==> config.mk <==
export PLATFORM = sky130hd
export DESIGN_NAME = fp_adder_arbiter_flat
export DESIGN_NICKNAME = d
export VERILOG_FILES = /design/src/rtl/fp_pkg.sv /design/src/rtl/fp_adder_arbiter_if.sv /design/src/rtl/rr_arbiter.sv /design/src/rtl/fp_adder_arbiter.sv /design/src/flat_wrapper.sv
export SDC_FILE = /design/constraint.sdc
export NUM_CORES = 1
export LEC_CHECK = 0
export ABC_CLOCK_PERIOD_IN_PS = 3800
export CAP_MARGIN = 40
export CORE_ASPECT_RATIO = 1.1
export CORE_MARGIN = 10
export CORE_UTILIZATION = 30
export CTS_CLUSTER_DIAMETER = 30
export CTS_CLUSTER_SIZE = 40
export DETAILED_ROUTE_END_ITERATION = 7
export PLACE_DENSITY_LB_ADDON = 0.08
export SYNTH_ARGS = -nofsm -noshare
export SYNTH_HDL_FRONTEND = slang
export SYNTH_SLANG_ARGS = --single-unit
==> constraint.sdc <==
create_clock -name clk -period 3.8 [get_ports clk]
set_input_delay 0.57 -clock clk [delete_from_list [all_inputs] [get_ports clk]]
set_output_delay 0.57 -clock clk [all_outputs]
set_load 0.02 [all_outputs]
==> src/rtl/fp_pkg.sv <==
// ---------------------------------------------------------------------------
// fp_pkg
// Shared floating-point definitions for the arithmetic blocks that sit around
// the matrix-multiply array.
//   FP_W        : operand/result width (IEEE-754 single precision)
//   fp_t        : one IEEE-754 single-precision word
//   FP_*        : commonly used encodings
//   clog2()     : ceiling log2, used for sizing index fields at elaboration
// ---------------------------------------------------------------------------
package fp_pkg;

    localparam int FP_W = 32;

    typedef logic [FP_W-1:0] fp_t;

    localparam fp_t FP_ZERO     = 32'h00000000;
    localparam fp_t FP_NEG_ZERO = 32'h80000000;
    localparam fp_t FP_POS_INF  = 32'h7F800000;
    localparam fp_t FP_ONE      = 32'h3F800000;

    // Smallest r such that 2**r >= value; clog2(1) is 0.
    function automatic int clog2(input int value);
        int r;
        r = 0;
        for (int v = value - 1; v > 0; v = v >> 1) begin
            r++;
        end
        return r;
    endfunction

endpackage

==> src/rtl/fp_adder_arbiter_if.sv <==
// ---------------------------------------------------------------------------
// fp_adder_arbiter_if
// Bundles the three buses around the shared-adder arbiter:
//   req_*  : NUM_REQ requesters, valid/ready, operands packed at [i*FP_W +: FP_W]
//   add_*  : operands to / sum from the shared combinational adder
//   rsp_*  : registered response with valid/ready backpressure and issuer id
//   busy   : an operation is held somewhere in the arbiter pipeline
// Modports:
//   slave  : the arbiter side
//   master : the environment side (requesters, adder and response consumer)
// ---------------------------------------------------------------------------
interface fp_adder_arbiter_if #(
    parameter int NUM_REQ = 4,
    parameter int ID_W    = 2,
    parameter int FP_W    = fp_pkg::FP_W
);

    logic [NUM_REQ-1:0]      req_valid;
    logic [NUM_REQ-1:0]      req_ready;
    logic [NUM_REQ*FP_W-1:0] req_num1;
    logic [NUM_REQ*FP_W-1:0] req_num2;

    logic [FP_W-1:0]         add_num1;
    logic [FP_W-1:0]         add_num2;
    logic [FP_W-1:0]         add_result;

    logic                    rsp_valid;
    logic                    rsp_ready;
    logic [FP_W-1:0]         rsp_result;
    logic [ID_W-1:0]         rsp_id;

    logic                    busy;

    modport slave (
        input  req_valid, req_num1, req_num2, add_result, rsp_ready,
        output req_ready, add_num1, add_num2, rsp_valid, rsp_result, rsp_id, busy
    );

    modport master (
        output req_valid, req_num1, req_num2, add_result, rsp_ready,
        input  req_ready, add_num1, add_num2, rsp_valid, rsp_result, rsp_id, busy
    );

endinterface

==> src/rtl/rr_arbiter.sv <==
// ---------------------------------------------------------------------------
// rr_arbiter
// Purely combinational round-robin arbiter. The request vector is rotated so
// that requester 'ptr' sits at bit 0, the lowest set bit is found, and the
// offset is rotated back into an absolute requester index.
//   req       : per-requester request bits
//   ptr       : requester with highest priority this cycle (must be < NUM_REQ)
//   enable    : when low, no grant is issued
//   grant     : one-hot grant (all zero when nothing is granted)
//   grant_idx : index of the granted requester (meaningless when !any_grant)
//   any_grant : a grant is being issued
// ---------------------------------------------------------------------------
module rr_arbiter #(
    parameter int NUM_REQ = 4,
    parameter int ID_W    = 2
) (
    input  logic [NUM_REQ-1:0] req,
    input  logic [ID_W-1:0]    ptr,
    input  logic               enable,
    output logic [NUM_REQ-1:0] grant,
    output logic [ID_W-1:0]    grant_idx,
    output logic               any_grant
);

    logic [2*NUM_REQ-1:0] req_dbl;
    logic [NUM_REQ-1:0]   req_rot;
    logic [ID_W:0]        ptr_ext;
    logic [ID_W-1:0]      offset;
    logic                 found;
    logic [ID_W:0]        idx_sum;

    // Doubling the vector turns the rotation into a plain part-select.
    assign req_dbl = {req, req};
    assign ptr_ext = {1'b0, ptr};
    assign req_rot = req_dbl[ptr_ext +: NUM_REQ];

    // Lowest set bit of the rotated vector is the first requester at or after ptr.
    always_comb begin
        offset = '0;
        found  = 1'b0;
        for (int i = 0; i < NUM_REQ; i++) begin
            if (!found && req_rot[i]) begin
                offset = ID_W'(i);
                found  = 1'b1;
            end
        end
    end

    // Rotate back; the sum is reduced modulo NUM_REQ so non-power-of-two sizes work.
    always_comb begin
        idx_sum = ptr_ext + {1'b0, offset};
        if (idx_sum >= (ID_W+1)'(NUM_REQ)) begin
            idx_sum = idx_sum - (ID_W+1)'(NUM_REQ);
        end
    end

    assign grant_idx = idx_sum[ID_W-1:0];
    assign any_grant = enable & found;
    assign grant     = any_grant ? (NUM_REQ'(1) << grant_idx) : '0;

endmodule

==> src/rtl/fp_adder_arbiter.sv <==
// ---------------------------------------------------------------------------
// fp_adder_arbiter
// Shares one combinational IEEE-754 adder among NUM_REQ requesters with
// round-robin arbitration. Two register stages isolate the adder:
//   S1 operand register  : op_valid, op_id, add_num1, add_num2 (drives adder)
//   S2 response register : rsp_valid, rsp_id, rsp_result (captures adder sum)
// Both stages advance together, so one result per cycle is sustained while
// the consumer is ready; under backpressure at most two operations are held.
// Ports:
//   clk   : rising-edge clock
//   rst_n : synchronous active-low reset, discards in-flight operations
//   bus   : fp_adder_arbiter_if.slave (request, adder and response buses)
// ---------------------------------------------------------------------------
module fp_adder_arbiter
    import fp_pkg::*;
#(
    parameter int NUM_REQ = 4,
    parameter int ID_W    = 2,
    parameter int FP_W    = 32
) (
    input  logic               clk,
    input  logic               rst_n,
    fp_adder_arbiter_if.slave  bus
);

    if ((NUM_REQ < 2) || (NUM_REQ > 16)) begin : g_num_req_check
        $error("fp_adder_arbiter: NUM_REQ must be within 2..16");
    end
    if (ID_W != clog2(NUM_REQ)) begin : g_id_w_check
        $error("fp_adder_arbiter: ID_W must equal clog2(NUM_REQ)");
    end

    logic [ID_W-1:0]    rr_ptr;
    logic [ID_W-1:0]    next_ptr;

    logic               op_valid;
    logic [ID_W-1:0]    op_id;
    logic [FP_W-1:0]    op_num1;
    logic [FP_W-1:0]    op_num2;

    logic               rsp_valid_q;
    logic [ID_W-1:0]    rsp_id_q;
    logic [FP_W-1:0]    rsp_result_q;

    logic               rsp_take;
    logic               op_adv;
    logic               s1_free;

    logic [NUM_REQ-1:0] grant;
    logic [ID_W-1:0]    grant_idx;
    logic               any_grant;
    logic [FP_W-1:0]    sel_num1;
    logic [FP_W-1:0]    sel_num2;

    // S2 can accept when empty or being drained; S1 can accept when empty or
    // moving into S2 this cycle, which lets a grant overlap the S1->S2 move.
    assign rsp_take = ~rsp_valid_q | bus.rsp_ready;
    assign op_adv   = op_valid & rsp_take;
    assign s1_free  = ~op_valid | op_adv;

    // Gating with rst_n keeps req_ready low while reset is held, so no
    // requester believes a transfer happened on an edge that resets the block.
    rr_arbiter #(
        .NUM_REQ (NUM_REQ),
        .ID_W    (ID_W)
    ) u_rr_arbiter (
        .req       (bus.req_valid),
        .ptr       (rr_ptr),
        .enable    (s1_free & rst_n),
        .grant     (grant),
        .grant_idx (grant_idx),
        .any_grant (any_grant)
    );

    assign bus.req_ready = grant;

    // Operand mux for the winner and the pointer that follows it.
    always_comb begin
        sel_num1 = bus.req_num1[grant_idx*FP_W +: FP_W];
        sel_num2 = bus.req_num2[grant_idx*FP_W +: FP_W];
        if (grant_idx == ID_W'(NUM_REQ - 1)) begin
            next_ptr = '0;
        end else begin
            next_ptr = grant_idx + 1'b1;
        end
    end

    // S1 operand stage and round-robin pointer. A grant reloads S1 even when
    // the previous operation is leaving in the same cycle; otherwise S1 only
    // empties when its contents move on. add_num* keep their last value when
    // S1 empties, so the adder input does not toggle needlessly.
    always_ff @(posedge clk) begin
        if (!rst_n) begin
            op_valid <= 1'b0;
            op_id    <= '0;
            op_num1  <= '0;
            op_num2  <= '0;
            rr_ptr   <= '0;
        end else begin
            if (any_grant) begin
                op_valid <= 1'b1;
                op_id    <= grant_idx;
                op_num1  <= sel_num1;
                op_num2  <= sel_num2;
                rr_ptr   <= next_ptr;
            end else if (op_adv) begin
                op_valid <= 1'b0;
            end
        end
    end

    // S2 response stage: captures the adder sum when S1 advances, and empties
    // once the consumer has taken it with nothing behind it.
    always_ff @(posedge clk) begin
        if (!rst_n) begin
            rsp_valid_q  <= 1'b0;
            rsp_id_q     <= '0;
            rsp_result_q <= '0;
        end else begin
            if (op_adv) begin
                rsp_valid_q  <= 1'b1;
                rsp_id_q     <= op_id;
                rsp_result_q <= bus.add_result;
            end else if (rsp_take) begin
                rsp_valid_q  <= 1'b0;
            end
        end
    end

    assign bus.add_num1   = op_num1;
    assign bus.add_num2   = op_num2;
    assign bus.rsp_valid  = rsp_valid_q;
    assign bus.rsp_id     = rsp_id_q;
    assign bus.rsp_result = rsp_result_q;
    assign bus.busy       = op_valid | rsp_valid_q;

endmodule
==> src/flat_wrapper.sv <==
// flat-port wrapper written by rule: the top's interface ports become plain ports
module fp_adder_arbiter_flat import fp_pkg::*;
#(
    parameter int NUM_REQ = 4,
    parameter int ID_W    = 2,
    parameter int FP_W    = 32
)
  (clk, rst_n, bus_req_valid, bus_req_num1, bus_req_num2, bus_add_result, bus_rsp_ready, bus_req_ready, bus_add_num1, bus_add_num2, bus_rsp_valid, bus_rsp_result, bus_rsp_id, bus_busy);
  fp_adder_arbiter_if #(.NUM_REQ(NUM_REQ), .ID_W(ID_W), .FP_W(FP_W)) bus_i ();
  input  logic clk;
  input  logic rst_n;
  input wire logic [$bits(bus_i.req_valid)-1:0] bus_req_valid;
  input wire logic [$bits(bus_i.req_num1)-1:0] bus_req_num1;
  input wire logic [$bits(bus_i.req_num2)-1:0] bus_req_num2;
  input wire logic [$bits(bus_i.add_result)-1:0] bus_add_result;
  input wire logic [$bits(bus_i.rsp_ready)-1:0] bus_rsp_ready;
  output wire logic [$bits(bus_i.req_ready)-1:0] bus_req_ready;
  output wire logic [$bits(bus_i.add_num1)-1:0] bus_add_num1;
  output wire logic [$bits(bus_i.add_num2)-1:0] bus_add_num2;
  output wire logic [$bits(bus_i.rsp_valid)-1:0] bus_rsp_valid;
  output wire logic [$bits(bus_i.rsp_result)-1:0] bus_rsp_result;
  output wire logic [$bits(bus_i.rsp_id)-1:0] bus_rsp_id;
  output wire logic [$bits(bus_i.busy)-1:0] bus_busy;
  assign bus_i.req_valid = bus_req_valid;
  assign bus_i.req_num1 = bus_req_num1;
  assign bus_i.req_num2 = bus_req_num2;
  assign bus_i.add_result = bus_add_result;
  assign bus_i.rsp_ready = bus_rsp_ready;
  assign bus_req_ready = bus_i.req_ready;
  assign bus_add_num1 = bus_i.add_num1;
  assign bus_add_num2 = bus_i.add_num2;
  assign bus_rsp_valid = bus_i.rsp_valid;
  assign bus_rsp_result = bus_i.rsp_result;
  assign bus_rsp_id = bus_i.rsp_id;
  assign bus_busy = bus_i.busy;
  fp_adder_arbiter #(.NUM_REQ(NUM_REQ), .ID_W(ID_W), .FP_W(FP_W)) u_core (.clk(clk), .rst_n(rst_n), .bus(bus_i));
endmodule
==> results of run 1 <==
-- power by group through the flow --
stage / Clock (mW) / Sequential (mW) / Combinational, mW
2_1_floorplan: 0 / 2.15 / 2.78
3_3_place_gp: 0 / 1.73 / 5.00
3_5_place_dp: 0 / 1.74 / 5.01
4_1_cts: 1.02 / 1.72 / 5.03
5_1_grt: 1.06 / 1.77 / 5.37
6_report: 0.982 / 1.71 / 4.99
-- metrics by stage --
stage	hold slack, ps	area (sq um)	utilization	std cells	setup slack (ps)
CTS	452.0	11240	0.5083	1380	59.59
finish	447.8	11250	0.5088	1381	162.8
global placement	438.5	10940	0.4946	1364	95.76
floorplan	437.8	6740	-	727	596.0
detailed placement	441.1	10940	0.4946	1364	74.55
global route	466.5	11250	0.5088	1381	33.25
-- how the worst min path moves through the flow --
stage | to | cells past startpoint | from | slack [ps]
4_1_cts | u_core.bus.add_num1[8] | 2 | u_core.bus.add_num1[8] | 450
3_3_place_gp | u_core.bus.add_num1[29] | 2 | u_core.bus.add_num1[29] | 440
5_1_grt | u_core.bus.add_num1[1] | 2 | u_core.bus.add_num1[1] | 470
2_1_floorplan | u_core.bus.rsp_id[1] | 2 | u_core.op_id[1] | 440
3_5_place_dp | u_core.bus.add_num1[17] | 2 | u_core.bus.add_num1[17] | 440
6_report | u_core.bus.add_num1[17] | 2 | u_core.bus.add_num1[17] | 450
-- Yosys cell counts, types with 2 or more instances --
library cell    n
nand3b_1        2
o21ai_1        65
a221oi_1      107
clkbuf_1       33
a21oi_1         3
nor3b_1         4
a21boi_0       35
buf_2          29
buf_4           4
dfxtp_1       104
o32ai_1         2
nand2b_1        5
buf_6          14
nor2_1          5
nand2_1       134
nor2b_1         5
mux2_2        128
o21ai_0         3
a221oi_2       21
mux2i_1         3
-- layout make-up --
type	instances	area, sq um
clock inverters	7	77.57
flip-flops and latches	104	2082
well taps	295	369.1
multi-input cells	543	4240
diodes	1	2.502
fillers	2119	10860
repair buffers	422	4252
clock buffers	9	225.2
-- cell families (layout without fill, tap and decap cells) --
| logic type | Yosys count | after routing | share of synthesized area |
|---|---|---|---|
| buf+inv | 80 | 438 | 0.06776 |
| mux | 131 | 131 | 0.2183 |
| xor+xnor | 2 | 2 | 0.002599 |
| simple gates | 163 | 163 | 0.1045 |
| flops | 104 | 104 | 0.3089 |
| fa+ha+maj | 1 | 1 | 0.001856 |
| other cells | 0 | 1 | 0 |
| compound gates | 246 | 246 | 0.2961 |
-- sequential cells by signal, indices dropped and copies added (netlist names) --
register / count
u_core.bus.rsp_result: 32
u_core.bus.add_num2: 32
u_core.bus.rsp_valid: 1
u_core.rr_ptr: 2
u_core.bus.rsp_id: 2
u_core.bus.add_num1: 32
u_core.op_valid: 1
u_core.op_id: 2
-- what timing repair did --
item	CTS	global route
setup endpoints to repair	0	2
gates resized for setup	0	1
buffers inserted	0	0
-- routing by layer --
metal	global-route usage	vias up	wire (um)
met2	0.3351	288	14470
li1	-	3499	-
met3	0.06235	18	2493
met1	0.2297	3367	12110
met4	0.04699	0	384
met5	0	-	0
-- worst max-delay path: cells and delay by family --
kind / cells / cell delay (ps)
xor+xnor: 1 / 170
simple gates: 2 / 550
compound gates: 2 / 430
fa+ha+maj: 1 / 200
buf+inv: 2 / 1150
==> metrics.yaml, run 1 <==
r2r_end: "u_core.bus.add_num1[29]"
cts.htree.levels: 3
worstSetupEndpoint: "bus_req_ready[1]"
yosysTopAreaCell: "dfxtp_1"
hp-class: "register to register"
postSynthNetCount: 1023
synthDistinctLibCells: 41
leakage_nw: 3.938
grt_max_degree: 73
die_h_um: 177.2
antenna_found_initial: 1
dieArea_sq_um: 28870
status: "complete, no violations"
post-route-period-util: 0.9572
p_seq_frac: 0.223
drc: 0
viasPerCell: 5.193
fin_tns_setup_ps: 0
synth_async_sr_flop_share: 0
power_frac_clock: 0.128
routed_wl_um: 29450
ys_ff_latch: 104
setup_viol: 0
fmax_mhz: 274.9
cts-buffers-inserted: 9
r2r_setup_slack_ps: 970
reg2reg_depth: 8
cp_cell_sequence: "clkdlybuf4s50_1 -> nor2b_1 -> a21oi_1 -> o2111ai_1 -> ha_4 -> xnor2_2 -> and4_1 -> clkdlybuf4s50_1"
fin_worst_skew_ps: 11.56
synth_edf_count: 0
yosysWarnings: 0
synth_area_leaders: "dfxtp_1, mux2_2, a221oi_1, nand2_1, o21ai_1"
cts-root-buf: "clkbuf_16"
startpoint: "bus_req_valid[1]"
worst_pin_slew_ps: 832.5
clockBufferDepth: 2
hold_viol: 0
postSynthCellCount: 727
io-pin-count: 399
worst_ep_arrival_time_ps: 3070
r2r_start: "u_core.rr_ptr[0]"
power_switching_mw: 3.201
grt-ovfl-total: 0
fin_crit_ps: 3637
start_util: 0.3049
synth.top_cell.area_share: 0.3089
synth.cell_area_sq_um: 6740
dr.pass1.iters: 5
numPortBuffers: 398
worstSetupStartpointType: "input pin"
rows: 57
num_vias: 7172
cpMostUsedCell: "clkdlybuf4s50_1"
cts.clk_slew.worst_paths_ps: 90
p_int_mw: 4.480
crit_path_top_delay_cell: "clkdlybuf4s50_1"
ctsHoldBuffers: 0
syn_to_final_growth_pct: 66.88
yosysSeqAreaShare: 0.3089
drt_iter0_markers: 331
combinationalPowerShare: 0.649
tritoncts: "yes"
maxSlewHeadroom: 0.4450
maxCapViolCount: 0
switching_share: 0.4168
grt_pass1_wl_um: 44640
dp_hpwl_um: 22580
die_x_um: 162.9
grt_pass1_vias: 7238
max_stage_delay_ps: 630
rsz0062_at_grt: "false"
clock_latency_ps: 360
layout_common_cells: "clkdlybuf4s50_1, nand2_1, mux2_2"
finalPower_mw: 7.682
synthFlopType: "dfxtp_1"
ir_worst_vdd_mv: 0.4947
mostFrequentLayoutCell: "clkdlybuf4s50_1"
cts_sinks: 104
end_kind: "output pin"
power_density_nw_per_um2: 682.9
layout.nets: 1376
wire_per_inst_um: 21.33
path_class: "input pin to output pin"
drive_gt1_frac: 0.1862
critPathRequiredTime_ps: 3230
synth_area_per_cell_sq_um: 9.271
slew_violations: 0
track_usage: 0.1949
drtAntennaViolNets: 0
place_congestion: 0.8162
crit_fanout: 7
coreArea_sq_um: 22110
(Power assumes the default switching activity.)
==> run 2, diff against run 1 <==
--- a/config.mk
+++ b/config.mk
@@ -7,7 +7,6 @@
 export LEC_CHECK = 0
 export ABC_CLOCK_PERIOD_IN_PS = 3800
 export CAP_MARGIN = 40
-export CORE_ASPECT_RATIO = 1.1
 export CORE_MARGIN = 10
 export CORE_UTILIZATION = 30
 export CTS_CLUSTER_DIAMETER = 30
==> run 2 against run 1 <==
  * Core utilization is 0.069 points higher
  * Critical path depth is 1 higher
  * Combinational power is 1% lower
  * Design area is 0.54% lower
  * Register-to-register slack worse by 40 ps
  * Sequential cell count stayed put
==> metrics.yaml, run 2 (synthesis results as in run 1) <==
cts-root-buf: "clkbuf_16"  # unchanged
antenna_found_initial: 2  # was 1
io-pin-count: 399  # unchanged
syn_to_final_growth_pct: 65.97  # was 66.88%
grt_max_degree: 100  # was 73
post-route-period-util: 0.9760  # was 0.9572
hp-start: "u_core.bus.add_num1[31]"  # was u_core.bus.add_num1[17]
start_util: 0.3070  # was 0.3049
clock_latency_ps: 350  # was 360 ps
crit_fanout: 7  # unchanged
wire_per_inst_um: 21.04  # was 21.33 um
dr.pass1.iters: 5  # unchanged
hp-class: "register to register"  # unchanged
rows: 54  # was 57
hold_viol: 0  # unchanged
maxSlewHeadroom: 0.4125  # was 0.4450
numPortBuffers: 398  # unchanged
path_class: "input pin to output pin"  # unchanged
end_kind: "output pin"  # unchanged
grt_pass1_wl_um: 42470  # was 44,640 um
setup_viol: 0  # unchanged
cts-buffers-inserted: 9  # unchanged
viasPerCell: 5.202  # was 5.193
hold_ws_ps: 448.5  # was 447.8 ps
clockBufferDepth: 2  # unchanged
fill_cells: 2128  # was 2,119
leakage_nw: 3.915  # was 3.938 nW
coreArea_sq_um: 21960  # was 22,110 sq um
grt-ovfl-total: 0  # unchanged
critPathRequiredTime_ps: 3230  # about the same
setup_ws_ps: 91.11  # was 162.8 ps
ir_worst_vdd_mv: 0.5188  # was 0.4947 mV
status: "complete, no violations"  # unchanged
grt_pass1_vias: 6938  # was 7,238
dpl_worst_slack_ps: 21.08  # was 74.55 ps
drive_gt1_frac: 0.1858  # was 0.1862
fin_worst_skew_ps: 8.411  # was 11.56 ps
power_density_nw_per_um2: 677.9  # was 682.9 nW/um^2
num_vias: 7095  # was 7,172
final_core_util: 0.5095  # was 0.5088
fmax_mhz: 269.6  # was 274.9 MHz
worst_pin_slew_ps: 881.3  # was 832.5 ps
routed_wl_um: 28700  # was 29,450 um
drtAntennaViolNets: 0  # unchanged
tritoncts: "yes"  # unchanged
layout.nets: 1373  # was 1,376
startpoint: "bus_req_valid[1]"  # unchanged
fin_crit_ps: 3709  # was 3637 ps
maxCapViolCount: 0  # unchanged
die_h_um: 169.9  # was 177.2 um
cts.htree.levels: 3  # unchanged
dieArea_sq_um: 28860  # was 28,870 sq um
r2r_start: "u_core.rr_ptr[0]"  # unchanged
cts_sinks: 104  # unchanged
slew_violations: 0  # unchanged
stdcell_count: 1364  # was 1,381
drt_iter0_markers: 298  # was 331
die_x_um: 169.9  # was 162.9 um
place_congestion: 0.7549  # was 0.8162
dp_hpwl_um: 21580  # was 22,580 um
layout_common_cells: "clkdlybuf4s50_1, nand2_1, mux2_2"  # unchanged
post-cts-setup-buffer-count: 0  # unchanged
track_usage: 0.1861  # was 0.1949
worst_ep_arrival_time_ps: 3140  # was 3070 ps
cts.clk_slew.worst_paths_ps: 70  # was 90 ps
finalPower_mw: 7.583  # was 7.682 mW
placed_cells: 1346  # was 1,364
drc: 0  # unchanged
worstSetupStartpointType: "input pin"  # unchanged
mostFrequentLayoutCell: "clkdlybuf4s50_1"  # unchanged
-- run 2: layout make-up --
type,count,area (sq um),share of cell area
Clock inverter,7,83.83,0.007494
Clock buffer,9,225.2,0.02013
Sequential cell,104,2082,0.1861
Tap cell,280,350.3,0.03132
Timing Repair Buffer,419,4192,0.3747
Antenna cell,2,5.005,0.0004474
Multi-Input combinational cell,543,4249,0.3798
-- run 2: final timing paths --
path,cells past startpoint,end,slack [ps]
setup reg to reg,8,u_core.bus.add_num1[9],930
hold / removal,2,u_core.bus.add_num1[31],450
hold reg to reg,2,u_core.bus.add_num1[31],450
setup / recovery,9,bus_req_ready[3],90
-- run 2: worst max-delay path: stages --
cell and delay [ps]:
clkdlybuf4s50_1 600, nor2_1 90, or4_1 440, o2111ai_2 120, ha_4 190, xnor2_2 110
buf_4 160, nor3b_1 210, clkdlybuf4s50_1 640
-- run 2: power by group --
group / internal, mW / total (mW) / switching (mW)
registers: 1.49 / 1.70 / 0.207
clock network: 0.471 / 0.960 / 0.489
logic: 2.44 / 4.92 / 2.48
-- run 2: what timing repair did --
action,4_1_cts,5_1_grt
endpoints found under the setup margin,0,4
resized for setup,0,3
hold buffers,0,0
-- run 2: per-stage QoR --
| step | setup TNS [ps] | cell area (sq um) |
|---|---|---|
| 2_1_floorplan | 0 | 6740 |
| 6_report | 0 | 11190 |
| 3_5_place_dp | 0 | 10860 |
| 3_3_place_gp | 0 | 10860 |
| 4_1_cts | 0 | 11170 |
| 5_1_grt | -56.21 | 11190 |
-- run 2: per-layer routing --
metal,vias up,part of all wire,global-route usage
li1,3493,-,-
met1,3351,0.39,0.2105
met2,234,0.51,0.3338
met3,17,0.083,0.05900
met4,0,0.012,0.04119
met5,-,0,0
==> run 3, diff against run 2 <==
--- a/config.mk
+++ b/config.mk
@@ -7,6 +7,7 @@
 export LEC_CHECK = 0
 export ABC_CLOCK_PERIOD_IN_PS = 3800
 export CAP_MARGIN = 40
+export CORE_ASPECT_RATIO = 1.5
 export CORE_MARGIN = 10
 export CORE_UTILIZATION = 30
 export CTS_CLUSTER_DIAMETER = 30
==> run 3 against run 2 <==
  * Global-route usage increased by 0.24 points
  * Total power increased by 0.18%
  * Count of clock-buffer cells in the layout increased by 2
  * Wire length increased by 1.0%
  * Clock skew decreased by 1.2 ps
  * Largest power group unchanged
==> metrics.yaml, run 3 (synthesis results as in run 1) <==
status: "complete, no violations"  # unchanged
r2r_start: "u_core.rr_ptr[0]"  # unchanged
rows: 67  # was 54
path_class: "input pin to output pin"  # unchanged
ctsHoldBuffers: 0  # unchanged
cts-root-buf: "clkbuf_16"  # unchanged
grt_pass1_wl_um: 43260  # was 42,470 um
cts_sinks: 104  # unchanged
final_core_util: 0.5038  # was 0.5095
worst_pin_slew_ps: 862.0  # was 881.3 ps
num_vias: 7130  # was 7,095
clock_latency_ps: 350  # about the same
wire_per_inst_um: 21.31  # was 21.04 um
cts.clk_slew.worst_paths_ps: 70  # about the same
fill_cells: 2168  # was 2,128
ir_worst_vdd_mv: 0.5268  # was 0.5188 mV
critPathRequiredTime_ps: 3230  # about the same
setup_ws_ps: 152.6  # was 91.11 ps
dp_hpwl_um: 22350  # was 21,580 um
dieArea_sq_um: 28990  # was 28,860 sq um
grt-ovfl-total: 0  # unchanged
syn_to_final_growth_pct: 66.05  # was 65.97%
track_usage: 0.1885  # was 0.1861
dr.pass1.iters: 4  # was 5
hp-start: "u_core.bus.add_num2[16]"  # was u_core.bus.add_num1[31]
post-cts-setup-buffer-count: 0  # unchanged
hold_ws_ps: 446.3  # was 448.5 ps
crit_fanout: 5  # was 7
viasPerCell: 5.239  # was 5.202
diodes: 0  # was 2
slew_violations: 0  # unchanged
drive_gt1_frac: 0.1853  # was 0.1858
numPortBuffers: 398  # unchanged
maxCapViolCount: 0  # unchanged
end_kind: "output pin"  # unchanged
coreArea_sq_um: 22220  # was 21,960 sq um
tritoncts: "yes"  # unchanged
drt_iter0_markers: 246  # was 298
place_congestion: 0.7453  # was 0.7549
power_density_nw_per_um2: 678.8  # was 677.9 nW/um^2
drtAntennaViolNets: 0  # unchanged
drc: 0  # unchanged
fin_worst_skew_ps: 7.205  # was 8.411 ps
worst_ep_arrival_time_ps: 3080  # was 3140 ps
layout_common_cells: "clkdlybuf4s50_1, nand2_1, mux2_2"  # unchanged
grt_pass1_vias: 7346  # was 6,938
clockBufferDepth: 2  # unchanged
grt_max_degree: 76  # was 100
die_x_um: 142.4  # was 169.9 um
antenna_found_initial: 0  # was 2
rsz0062_at_grt: "false"
die_h_um: 203.6  # was 169.9 um
fin_crit_ps: 3647  # was 3709 ps
cts-resized-gates: 0  # unchanged
maxSlewHeadroom: 0.4254  # was 0.4125
cts.htree.levels: 3  # unchanged
hold_viol: 0  # unchanged
routed_wl_um: 29000  # was 28,700 um
mostFrequentLayoutCell: "clkdlybuf4s50_1"  # unchanged
startpoint: "bus_req_valid[1]"  # unchanged
finalPower_mw: 7.597  # was 7.583 mW
fin_tns_setup_ps: 0  # unchanged
post-route-period-util: 0.9598  # was 0.9760
layout.nets: 1377  # was 1,373
io-pin-count: 399  # unchanged
start_util: 0.3034  # was 0.3070
worstSetupStartpointType: "input pin"  # unchanged
leakage_nw: 3.932  # was 3.915 nW
hp-class: "register to register"  # unchanged
dpl_worst_slack_ps: 130.4  # was 21.08 ps
setup_viol: 0  # unchanged
fmax_mhz: 274.2  # was 269.6 MHz
cts-buffers-inserted: 9  # unchanged
[run 3: changes by cell type in the layout (fill, tap and decap cells not counted), sizes merged]
cell    previous run  this run
diode              2         0
inv                3         0
clkbuf             9        11
buf               21        25
[run 3: power breakdown]
part           total (mW)  switching, mW  internal [mW]
sequential           1.71          0.212           1.50
combinational        4.99           2.52           2.47
clock               0.899          0.426          0.473
total                7.60           3.16           4.44
[run 3: path summary, 6_finish.rpt]
kind / to / slack (ps) / cells after the start
min reg2reg: u_core.bus.add_num2[16] / 450 / 2
max reg2reg: u_core.bus.add_num1[12] / 1030 / 8
max: bus_req_ready[0] / 150 / 10
min: u_core.bus.add_num2[16] / 450 / 2
[run 3: per-layer routing]
| layer | vias to the layer above | track usage | wire length (um) |
|---|---|---|---|
| li1 | 3488 | - | - |
| met4 | 0 | 0.04674 | 423 |
| met5 | - | 0 | 0 |
| met1 | 3351 | 0.1960 | 10610 |
| met3 | 23 | 0.07309 | 2737 |
| met2 | 268 | 0.3439 | 15230 |
[run 3: metrics by stage]
stage / instance area [sq um] / std cells
after global routing: 11190 / 1361
after floorplan: 6740 / 727
after detailed placement: 10920 / 1346
after global placement: 10920 / 1346
final: 11190 / 1361
after CTS: 11190 / 1361
[run 3: worst max-delay path, cell delays in order]
cell,delay (ps)
clkdlybuf4s50_1,460
buf_4,170
nor2b_1,160
a21oi_1,90
o2111ai_1,330
ha_4,190
xnor2_1,110
buf_4,160
nor3b_1,190
clkdlybuf4s50_1,640
[run 3: cell type report]
| type | instances | area (sq um) | share of cell area |
|---|---|---|---|
| timing repair buffer | 423 | 4259 | 0.3805 |
| tap | 276 | 345.3 | 0.03086 |
| multi-input combinational | 543 | 4233 | 0.3782 |
| sequential | 104 | 2082 | 0.1860 |
| clock buffer | 11 | 252.7 | 0.02258 |
| clock inverter | 4 | 20.02 | 0.001789 |
